$ cat config.mk
export PLATFORM = sky130hd
export DESIGN_NAME = apb_req_arbiter_flat
export DESIGN_NICKNAME = d
export VERILOG_FILES = /design/src/rtl/apb_req_arbiter_if.sv /design/src/rtl/apb_req_arbiter.sv /design/src/flat_wrapper.sv
export SDC_FILE = /design/constraint.sdc
export NUM_CORES = 1
export LEC_CHECK = 0
export BUFFER_PORTS_ARGS = -buffer_cell sky130_fd_sc_hd__buf_4
export CORE_MARGIN = 2
export CORE_UTILIZATION = 42
export DETAILED_ROUTE_END_ITERATION = 10
export PLACE_DENSITY = 0.82
export RECOVER_POWER = 25
export SETUP_SLACK_MARGIN = 0.1
export SYNTH_ARGS = -nofsm -noshare
export SYNTH_HDL_FRONTEND = slang
export SYNTH_SLANG_ARGS = --single-unit
$ cat constraint.sdc
create_clock -name pclk -period 1.3 [get_ports pclk]
set_input_delay 0.26 -clock pclk [delete_from_list [all_inputs] [get_ports pclk]]
set_output_delay 0.26 -clock pclk [all_outputs]
set_load 0.05 [all_outputs]
$ cat src/rtl/apb_req_arbiter_if.sv
// APB master-side bus bundle shared by apb_req_arbiter and the slave it drives.
interface apb_req_arbiter_if;
  logic        psel;
  logic        penable;
  logic        pwrite;
  logic [7:0]  paddr;
  logic [15:0] pwdata;
  logic [15:0] prdata;
  logic        pready;

  modport master (
    output psel, penable, pwrite, paddr, pwdata,
    input  prdata, pready
  );

  modport slave (
    input  psel, penable, pwrite, paddr, pwdata,
    output prdata, pready
  );
endinterface

$ cat src/rtl/apb_req_arbiter.sv
// Two-requester round-robin arbiter issuing single APB transfers (IDLE/SETUP/ACCESS).
// Optional ACCESS-phase timeout abort enabled by defining APB_ARB_TIMEOUT_EN.
module apb_req_arbiter #(
  parameter int TIMEOUT_CYC = 16
) (
  input  logic                pclk,
  input  logic                rst,
  input  logic                req0,
  input  logic                we0,
  input  logic [7:0]          addr0,
  input  logic [15:0]         wdata0,
  input  logic                req1,
  input  logic                we1,
  input  logic [7:0]          addr1,
  input  logic [15:0]         wdata1,
  output logic [1:0]          done,
  output logic [15:0]         rdata,
  output logic                err,
  apb_req_arbiter_if.master   apb
);

  localparam logic [1:0] IDLE   = 2'd0;
  localparam logic [1:0] SETUP  = 2'd1;
  localparam logic [1:0] ACCESS = 2'd2;

  if (TIMEOUT_CYC < 1) begin : g_param_chk
    $error("TIMEOUT_CYC must be at least 1");
  end

  logic [1:0]       state;
  logic             last_gnt;
  logic             gnt;
  logic             gnt_sel;
  logic             xfer_end;
  logic             abort;

  logic [1:0]       req_v;
  logic [1:0]       we_v;
  logic [1:0][7:0]  addr_v;
  logic [1:0][15:0] wdata_v;

  assign req_v   = {req1, req0};
  assign we_v    = {we1, we0};
  assign addr_v  = {addr1, addr0};
  assign wdata_v = {wdata1, wdata0};

  // Tie goes to whoever was not served last; a lone request always wins.
  always_comb begin
    gnt_sel = last_gnt;
    case (req_v)
      2'b01:   gnt_sel = 1'b0;
      2'b10:   gnt_sel = 1'b1;
      2'b11:   gnt_sel = ~last_gnt;
      default: gnt_sel = last_gnt;
    endcase
  end

`ifdef APB_ARB_TIMEOUT_EN
  localparam int CNT_W = $clog2(TIMEOUT_CYC + 1);

  logic [CNT_W-1:0] tmo_cnt;
  logic             err_q;

  // Counts stalled ACCESS cycles; the final stalled cycle ends the transfer.
  assign abort = (state == ACCESS) && !apb.pready &&
                 (tmo_cnt == CNT_W'(TIMEOUT_CYC - 1));

  always_ff @(posedge pclk) begin
    if (rst || state != ACCESS || apb.pready || abort)
      tmo_cnt <= '0;
    else
      tmo_cnt <= tmo_cnt + CNT_W'(1);
  end

  always_ff @(posedge pclk) begin
    if (rst)
      err_q <= 1'b0;
    else
      err_q <= abort;
  end

  assign err = err_q;
`else
  assign abort = 1'b0;
  assign err   = 1'b0;
`endif

  assign xfer_end = (state == ACCESS) && (apb.pready || abort);

  always_ff @(posedge pclk) begin
    if (rst) begin
      state       <= IDLE;
      last_gnt    <= 1'b1;
      gnt         <= 1'b0;
      apb.psel    <= 1'b0;
      apb.penable <= 1'b0;
      apb.pwrite  <= 1'b0;
      apb.paddr   <= '0;
      apb.pwdata  <= '0;
      rdata       <= '0;
      done        <= '0;
    end else begin
      done <= '0;
      case (state)
        IDLE: begin
          apb.psel    <= 1'b0;
          apb.penable <= 1'b0;
          if (|req_v) begin
            gnt         <= gnt_sel;
            last_gnt    <= gnt_sel;
            apb.psel    <= 1'b1;
            apb.pwrite  <= we_v[gnt_sel];
            apb.paddr   <= addr_v[gnt_sel];
            apb.pwdata  <= wdata_v[gnt_sel];
            state       <= SETUP;
          end
        end
        SETUP: begin
          apb.penable <= 1'b1;
          state       <= ACCESS;
        end
        ACCESS: begin
          if (xfer_end) begin
            apb.psel    <= 1'b0;
            apb.penable <= 1'b0;
            done[gnt]   <= 1'b1;
            state       <= IDLE;
            if (abort)
              rdata <= '0;
            else if (!apb.pwrite)
              rdata <= apb.prdata;
          end
        end
        default: state <= IDLE;
      endcase
    end
  end

endmodule

$ cat src/flat_wrapper.sv
// flat-port wrapper written by rule: the top's interface ports become plain ports
module apb_req_arbiter_flat 
#(
  parameter int TIMEOUT_CYC = 16
)
  (pclk, rst, req0, we0, addr0, wdata0, req1, we1, addr1, wdata1, done, rdata, err, apb_psel, apb_penable, apb_pwrite, apb_paddr, apb_pwdata, apb_prdata, apb_pready);
  apb_req_arbiter_if apb_i ();
  input  logic pclk;
  input  logic rst;
  input  logic req0;
  input  logic we0;
  input  logic [7:0] addr0;
  input  logic [15:0] wdata0;
  input  logic req1;
  input  logic we1;
  input  logic [7:0] addr1;
  input  logic [15:0] wdata1;
  output logic [1:0] done;
  output logic [15:0] rdata;
  output logic err;
  output wire logic [$bits(apb_i.psel)-1:0] apb_psel;
  output wire logic [$bits(apb_i.penable)-1:0] apb_penable;
  output wire logic [$bits(apb_i.pwrite)-1:0] apb_pwrite;
  output wire logic [$bits(apb_i.paddr)-1:0] apb_paddr;
  output wire logic [$bits(apb_i.pwdata)-1:0] apb_pwdata;
  input wire logic [$bits(apb_i.prdata)-1:0] apb_prdata;
  input wire logic [$bits(apb_i.pready)-1:0] apb_pready;
  assign apb_psel = apb_i.psel;
  assign apb_penable = apb_i.penable;
  assign apb_pwrite = apb_i.pwrite;
  assign apb_paddr = apb_i.paddr;
  assign apb_pwdata = apb_i.pwdata;
  assign apb_i.prdata = apb_prdata;
  assign apb_i.pready = apb_pready;
  apb_req_arbiter #(.TIMEOUT_CYC(TIMEOUT_CYC)) u_core (.pclk(pclk), .rst(rst), .req0(req0), .we0(we0), .addr0(addr0), .wdata0(wdata0), .req1(req1), .we1(we1), .addr1(addr1), .wdata1(wdata1), .done(done), .rdata(rdata), .err(err), .apb(apb_i));
endmodule
==> flow_metrics.py, run 1 <==
metrics = {
    "placement": {
        "dp_hpwl_um": 4680,
        "gp_congestion": 0.808,
        "dp_slack_ns": -0.00366,
        "placed_area_um2": 3240,
        "numPortBuffers": 115,
    },
    "global_route": {
        "grt_pass1_wl_um": 10600,
        "grt_max_degree": 30,
        "grt_pass1_vias": 2422,
        "antenna_found_initial": 0,
        "grt_use_total_pct": 21.7,
        "grt_overflow": 0,
    },
    "job": {
        "maxCapViolCount": 0,
    },
    "logic_synthesis": {
        "synth_compound_area_share_pct": 31.6,
        "synth-xor-area-share_pct": 0,
        "synth_top_family_by_area": "compound AO/OA/AOI/OAI gates",
        "yosys-top-cells-area": "dfxtp_1, a311oi_2, a21oi_1, nand3_1, nand2_1",
        "synthMuxAreaShare_pct": 0.446,
        "synth-seq-cells": 49,
        "ys_seq_area_share_pct": 43.7,
        "yosysWarnings": 0,
        "synth_nets": 325,
        "synth_top_area_share_pct": 43.7,
        "synthAdderAreaFrac_pct": 0,
        "synth-simple-area-share_pct": 16.2,
        "syn_inst": 254,
        "syn_area_um2": 2250,
        "synth_top_area_cell": "dfxtp_1",
        "syn_area_per_cell_um2": 8.84,
        "synth.distinct_cells": 28,
    },
    "layout": {
        "layout_common_cells": "buf_4, dfxtp_1, a21oi_1",
        "drive_gt1_share_pct": 53.2,
        "design_area_um2": 3470,
        "n_antenna_cell": 0,
        "seq_area_um2": 991,
        "nNetsFinal": 441,
        "fillerInstances": 437,
        "final_core_util_pct": 67.5,
        "area_growth_pct": 54.4,
        "final_common_cell": "buf_4",
        "multi_input_area_um2": 1200,
    },
    "setup_path": {
        "reg2reg_slack_ns": 0.03,
        "cp.required_ns": 1.53,
        "crit_type": "flop to flop",
        "end_kind": "flop",
        "critPathMaxFanout": 8,
        "startpoint_type": "flop",
        "arrival_ns": 1.50,
    },
    "outcome": {
        "outcome": "completed",
    },
    "sta": {
        "fin_skew_ns": 0.00321,
        "rsz0062_at_grt": "yes",
        "slew_violations": 0,
        "fin_crit_sh_pct": 97.8,
        "setup_viol": 0,
        "fmax_mhz": 787,
        "hold_viol_final": 0,
        "fin_ws_ns": 0.0289,
        "finalCriticalPeriod_ns": 1.27,
    },
    "routing": {
        "drt_iter0_markers": 86,
        "wl_per_cell_um": 15.5,
        "drc": 0,
        "first_pass_iters": 4,
        "vias": 2370,
        "vias_per_cell": 5.39,
        "antenna_left": 0,
        "wl_um": 6830,
    },
    "clocking": {
        "clkTransAtPathRegs_ns": 0.08,
        "clk-insertion-delay-late_ns": 0.30,
        "clock_path_buffers": 2,
        "postCtsHoldBufs": 0,
        "cts-root-buf": "clkbuf_8",
        "cts_inserted_buffers": 5,
        "cts.htree.levels": 2,
        "clock_sinks": 49,
        "tritoncts": "built",
    },
    "die": {
        "fp.dieArea_um2": 5950,
        "start_util_pct": 43.7,
        "chipWidth_um": 77.1,
        "core_area_um2": 5140,
        "die_y_um": 77.1,
        "io_pins": 117,
        "num_rows": 26,
    },
    "pwr": {
        "vdd_ir_drop_max_mv": 0.810,
        "cellLeakagePower_nw": 1.47,
        "p_per_area_nw_per_um2": 1190,
    },
    "hold_path": {
        "min_path_type": "primary input to flop",
    },
}
## per-stage QoR
stage / setup TNS [ns] / total power (W) / std cells / hold slack (ns)
floorplan: 0 / 0.00270 / 254 / 0.396
global placement: 0 / 0.00320 / 429 / 0.442
detailed placement: -0.00366 / 0.00322 / 429 / 0.450
CTS: 0 / 0.00412 / 436 / 0.201
global route: -0.00756 / 0.00434 / 440 / 0.195
finish: 0 / 0.00414 / 440 / 0.203
## worst paths after layout
kind / cells past startpoint / endpoint / from
max: 5 / u_core.rdata[0] / u_core.state[0]
min: 3 / u_core.rdata[12] / apb_prdata[12]
max reg2reg: 5 / u_core.rdata[0] / u_core.state[0]
min reg2reg: 2 / u_core.rdata[7] / u_core.rdata[7]
## layer usage
| layer | GRT usage, % | wire [µm] |
|---|---|---|
| met5 | 0 | 0 |
| met4 | 5.71 | 46 |
| met3 | 6.47 | 527 |
| met2 | 38.3 | 3540 |
| met1 | 25.4 | 2720 |
## sequential cells by signal, indices dropped and copies added, names as in the netlist
signal	flops
u_core.apb.paddr	8
u_core.apb.penable	1
u_core.apb.psel	1
u_core.apb.pwdata	16
u_core.apb.pwrite	1
u_core.done	2
u_core.gnt	1
u_core.last_gnt	1
u_core.rdata	16
u_core.state	2
## power by group
part           switching (W)  total (W)  leakage [nW]  internal (W)
logic               0.000930    0.00152          1.02      0.000592
registers          0.0000835    0.00172         0.404       0.00164
clock network       0.000472   0.000895        0.0443      0.000423
## worst max-delay path: stages, from the launching register on
cell	delay [ns]
dfxtp_2	0.35
buf_6	0.11
and4bb_2	0.37
clkbuf_16	0.18
nand2_1	0.06
a21oi_1	0.13
## logic make-up (layout without fill, tap and decap cells)
group,Yosys count,after routing
compound gates,97,97
simple gates,75,75
flops,49,49
buf+inv,31,147
other cells,1,1
mux,1,1
## synth_stat cells
cell	n
or2_1	1
nand3_1	25
o21ai_1	4
nand4bb_1	1
o21ai_0	23
buf_6	3
nor2_1	3
nor3_1	2
and2b_1	2
and4_1	1
buf_2	15
nand2_1	33
a21oi_1	44
and2_1	1
clkbuf_1	6
conb_1	1
mux2i_1	1
nand3b_1	1
buf_4	5
a311oi_1	5
and4bb_1	1
inv_1	2
a311oi_2	20
nor3b_1	1
nand2b_1	2
dfxtp_1	49
nor2b_1	1
o221a_2	1
## what timing repair did
action                     in CTS  in global routing
gates resized for setup         9                 57
pin swaps                       0                 17
setup buffers                   0                  1
cloned                          0                  3
setup endpoints to repair      25                 42
## cell type report
type / instances / area share (%)
clock buffer: 7 / 2.49
inverter: 2 / 0.216
multi-input combinational: 174 / 34.7
sequential: 49 / 28.6
tap: 70 / 2.53
timing repair buffer: 138 / 31.5
No activity file was read; power rests on OpenSTA's default activity.
==> run 2: changes to the inputs <==
--- a/config.mk
+++ b/config.mk
@@ -5,7 +5,7 @@
 export SDC_FILE = /design/constraint.sdc
 export NUM_CORES = 1
 export LEC_CHECK = 0
-export BUFFER_PORTS_ARGS = -buffer_cell sky130_fd_sc_hd__buf_4
+export BUFFER_PORTS_ARGS = -buffer_cell sky130_fd_sc_hd__buf_2
 export CORE_MARGIN = 2
 export CORE_UTILIZATION = 42
 export DETAILED_ROUTE_END_ITERATION = 10
==> run 2 against run 1 <==
Net effect: clock skew rose by 0.0070 ns; total power is 6.0% higher; final area shrank 8.4%; count of clock-buffer cells in the layout fell by 2; fmax up 4.1%; worst hold slack worse by 0.016 ns; critical path type unchanged; largest cell class unchanged; largest power group unchanged.
==> flow_metrics.py, run 2 (synthesis gave the netlist of run 1 again) <==
metrics = {
    "layout": {
        "final_core_util_pct": 61.8,
        "top_regs": "u_core.apb.pwdata (16), u_core.rdata (16), u_core.apb.paddr (8)",
        "final_common_cell": "buf_2",
        "fillerInstances": 452,
        "n_antenna_cell": 0,
        "layout_common_cells": "buf_2, dfxtp_1, a21oi_1",
        "drive_gt1_share_pct": 46.3,
        "multi_input_area_um2": 1100,
        "area_growth_pct": 41.4,
        "seq_area_um2": 990,
        "nNetsFinal": 437,
    },
    "clocking": {
        "clock_path_buffers": 2,
        "clkTransAtPathRegs_ns": 0.09,
        "cts_inserted_buffers": 5,
        "cts.htree.levels": 2,
        "cts-root-buf": "clkbuf_8",
        "postCtsHoldBufs": 0,
        "clk-insertion-delay-late_ns": 0.30,
        "postCtsSetupBuffers": 0,
        "clock_sinks": 49,
        "tritoncts": "built",
    },
    "die": {
        "fp.dieArea_um2": 5950,
        "start_util_pct": 43.7,
        "core_area_um2": 5140,
        "num_rows": 26,
        "io_pins": 117,
        "die_y_um": 77.1,
        "chipWidth_um": 77.1,
    },
    "routing": {
        "vias": 2326,
        "drt_iter0_markers": 99,
        "first_pass_iters": 4,
        "antenna_left": 0,
        "vias_per_cell": 5.32,
        "wl_um": 6290,
        "drc": 0,
        "wl_per_cell_um": 14.4,
    },
    "sta": {
        "setup_viol": 0,
        "fin_crit_sh_pct": 93.9,
        "fin_setup_tns_ns": 0,
        "hold_viol_final": 0,
        "slew_violations": 0,
        "fin_ws_ns": 0.0792,
        "finalCriticalPeriod_ns": 1.22,
        "rsz0062_at_grt": "yes",
        "fmax_mhz": 819,
        "fin_skew_ns": 0.0102,
    },
    "setup_path": {
        "reg2reg_slack_ns": 0.08,
        "critPathMaxFanout": 16,
        "cp.required_ns": 1.48,
        "end_kind": "flop",
        "crit_type": "flop to flop",
        "arrival_ns": 1.40,
        "slowest_stage": "dfxtp_4",
        "startpoint_type": "flop",
        "cp_cell_sequence": "and2b_2 > buf_12 > o21ai_0 > a311oi_2",
        "slowest_delay_ns": 0.37,
    },
    "placement": {
        "numPortBuffers": 115,
        "dp_slack_ns": 0.0144,
        "dp_hpwl_um": 4330,
        "gp_congestion": 0.782,
    },
    "pwr": {
        "cellLeakagePower_nw": 1.36,
        "clkPwrFrac_pct": 29.1,
        "comb_power_share_pct": 31.7,
        "power_switching_w": 0.00149,
        "p_int_w": 0.00290,
        "vdd_ir_drop_max_mv": 0.877,
        "p_per_area_nw_per_um2": 1380,
        "switching_share_pct": 34.0,
        "seq_power_share_pct": 39.3,
    },
    "global_route": {
        "grt_max_degree": 30,
        "grt_pass1_wl_um": 10300,
        "antenna_found_initial": 0,
        "grt_pass1_vias": 2188,
        "grt_overflow": 0,
        "grt_use_total_pct": 21.0,
    },
    "job": {
        "maxCapViolCount": 0,
    },
    "hold_path": {
        "min_path_type": "primary input to flop",
    },
    "outcome": {
        "outcome": "completed",
    },
}
[run 2: cell count changes in the layout (fill, tap and decap cells not counted), sizes merged]
cell,before,now
clkbuf,27,28
buf,118,111
clkinv,0,1
bufinv,0,2
[run 2: timing repair]
action,4_1_cts,5_1_grt
gates cloned,0,2
setup endpoints to repair,25,56
pin swaps,0,1
gates resized for setup,15,36
[run 2: power groups by stage]
| stage | clock network, W | logic [W] | registers [W] |
|---|---|---|---|
| global placement | 0 | 0.00129 | 0.00175 |
| CTS | 0.00130 | 0.00134 | 0.00172 |
| detailed placement | 0 | 0.00131 | 0.00175 |
| floorplan | 0 | 0.000542 | 0.00216 |
| global route | 0.00136 | 0.00148 | 0.00174 |
| finish | 0.00127 | 0.00139 | 0.00172 |
[run 2: path summary, 6_finish.rpt]
kind	from	to	cells past startpoint
min reg2reg	u_core.rdata[5]	u_core.rdata[5]	2
min	apb_prdata[10]	u_core.rdata[10]	3
max reg2reg	u_core.last_gnt	u_core.apb.pwdata[14]	4
max	u_core.last_gnt	u_core.apb.pwdata[14]	4
[run 2: per-stage QoR]
stage               instances  cell area [µm²]  hold WS (ns)  power [W]
floorplan                 254             2250         0.396    0.00270
global placement          427             2920         0.439    0.00304
detailed placement        427             2920         0.446    0.00306
CTS                       435             3090         0.181    0.00436
global route              437             3180         0.178    0.00458
finish                    437             3180         0.187    0.00439
[run 2: worst max-delay path: cells and delay by family (launching register included)]
family	cells	cell delay (ns)
AO/OA/AOI/OAI	2	0.32
flip-flops	1	0.37
buffers and inverters	1	0.16
AND/OR/NAND/NOR	1	0.26
[run 2: area by class of cell]
type                       instances  share of cell area (%)
clock buffer                       5                    2.17
clock inverter                     3                    2.05
inverter                           2                   0.236
multi-input combinational        174                    34.7
sequential                        49                    31.2
tap                               70                    2.76
timing repair buffer             134                    27.0
[run 2: layer usage]
metal / up-vias / track usage, % / wire, µm
met5: - / 0 / 0
met4: 0 / 6.25 / 79
met3: 7 / 4.24 / 486
met2: 109 / 35.0 / 3010
met1: 1061 / 27.3 / 2710
li1: 1149 / - / -
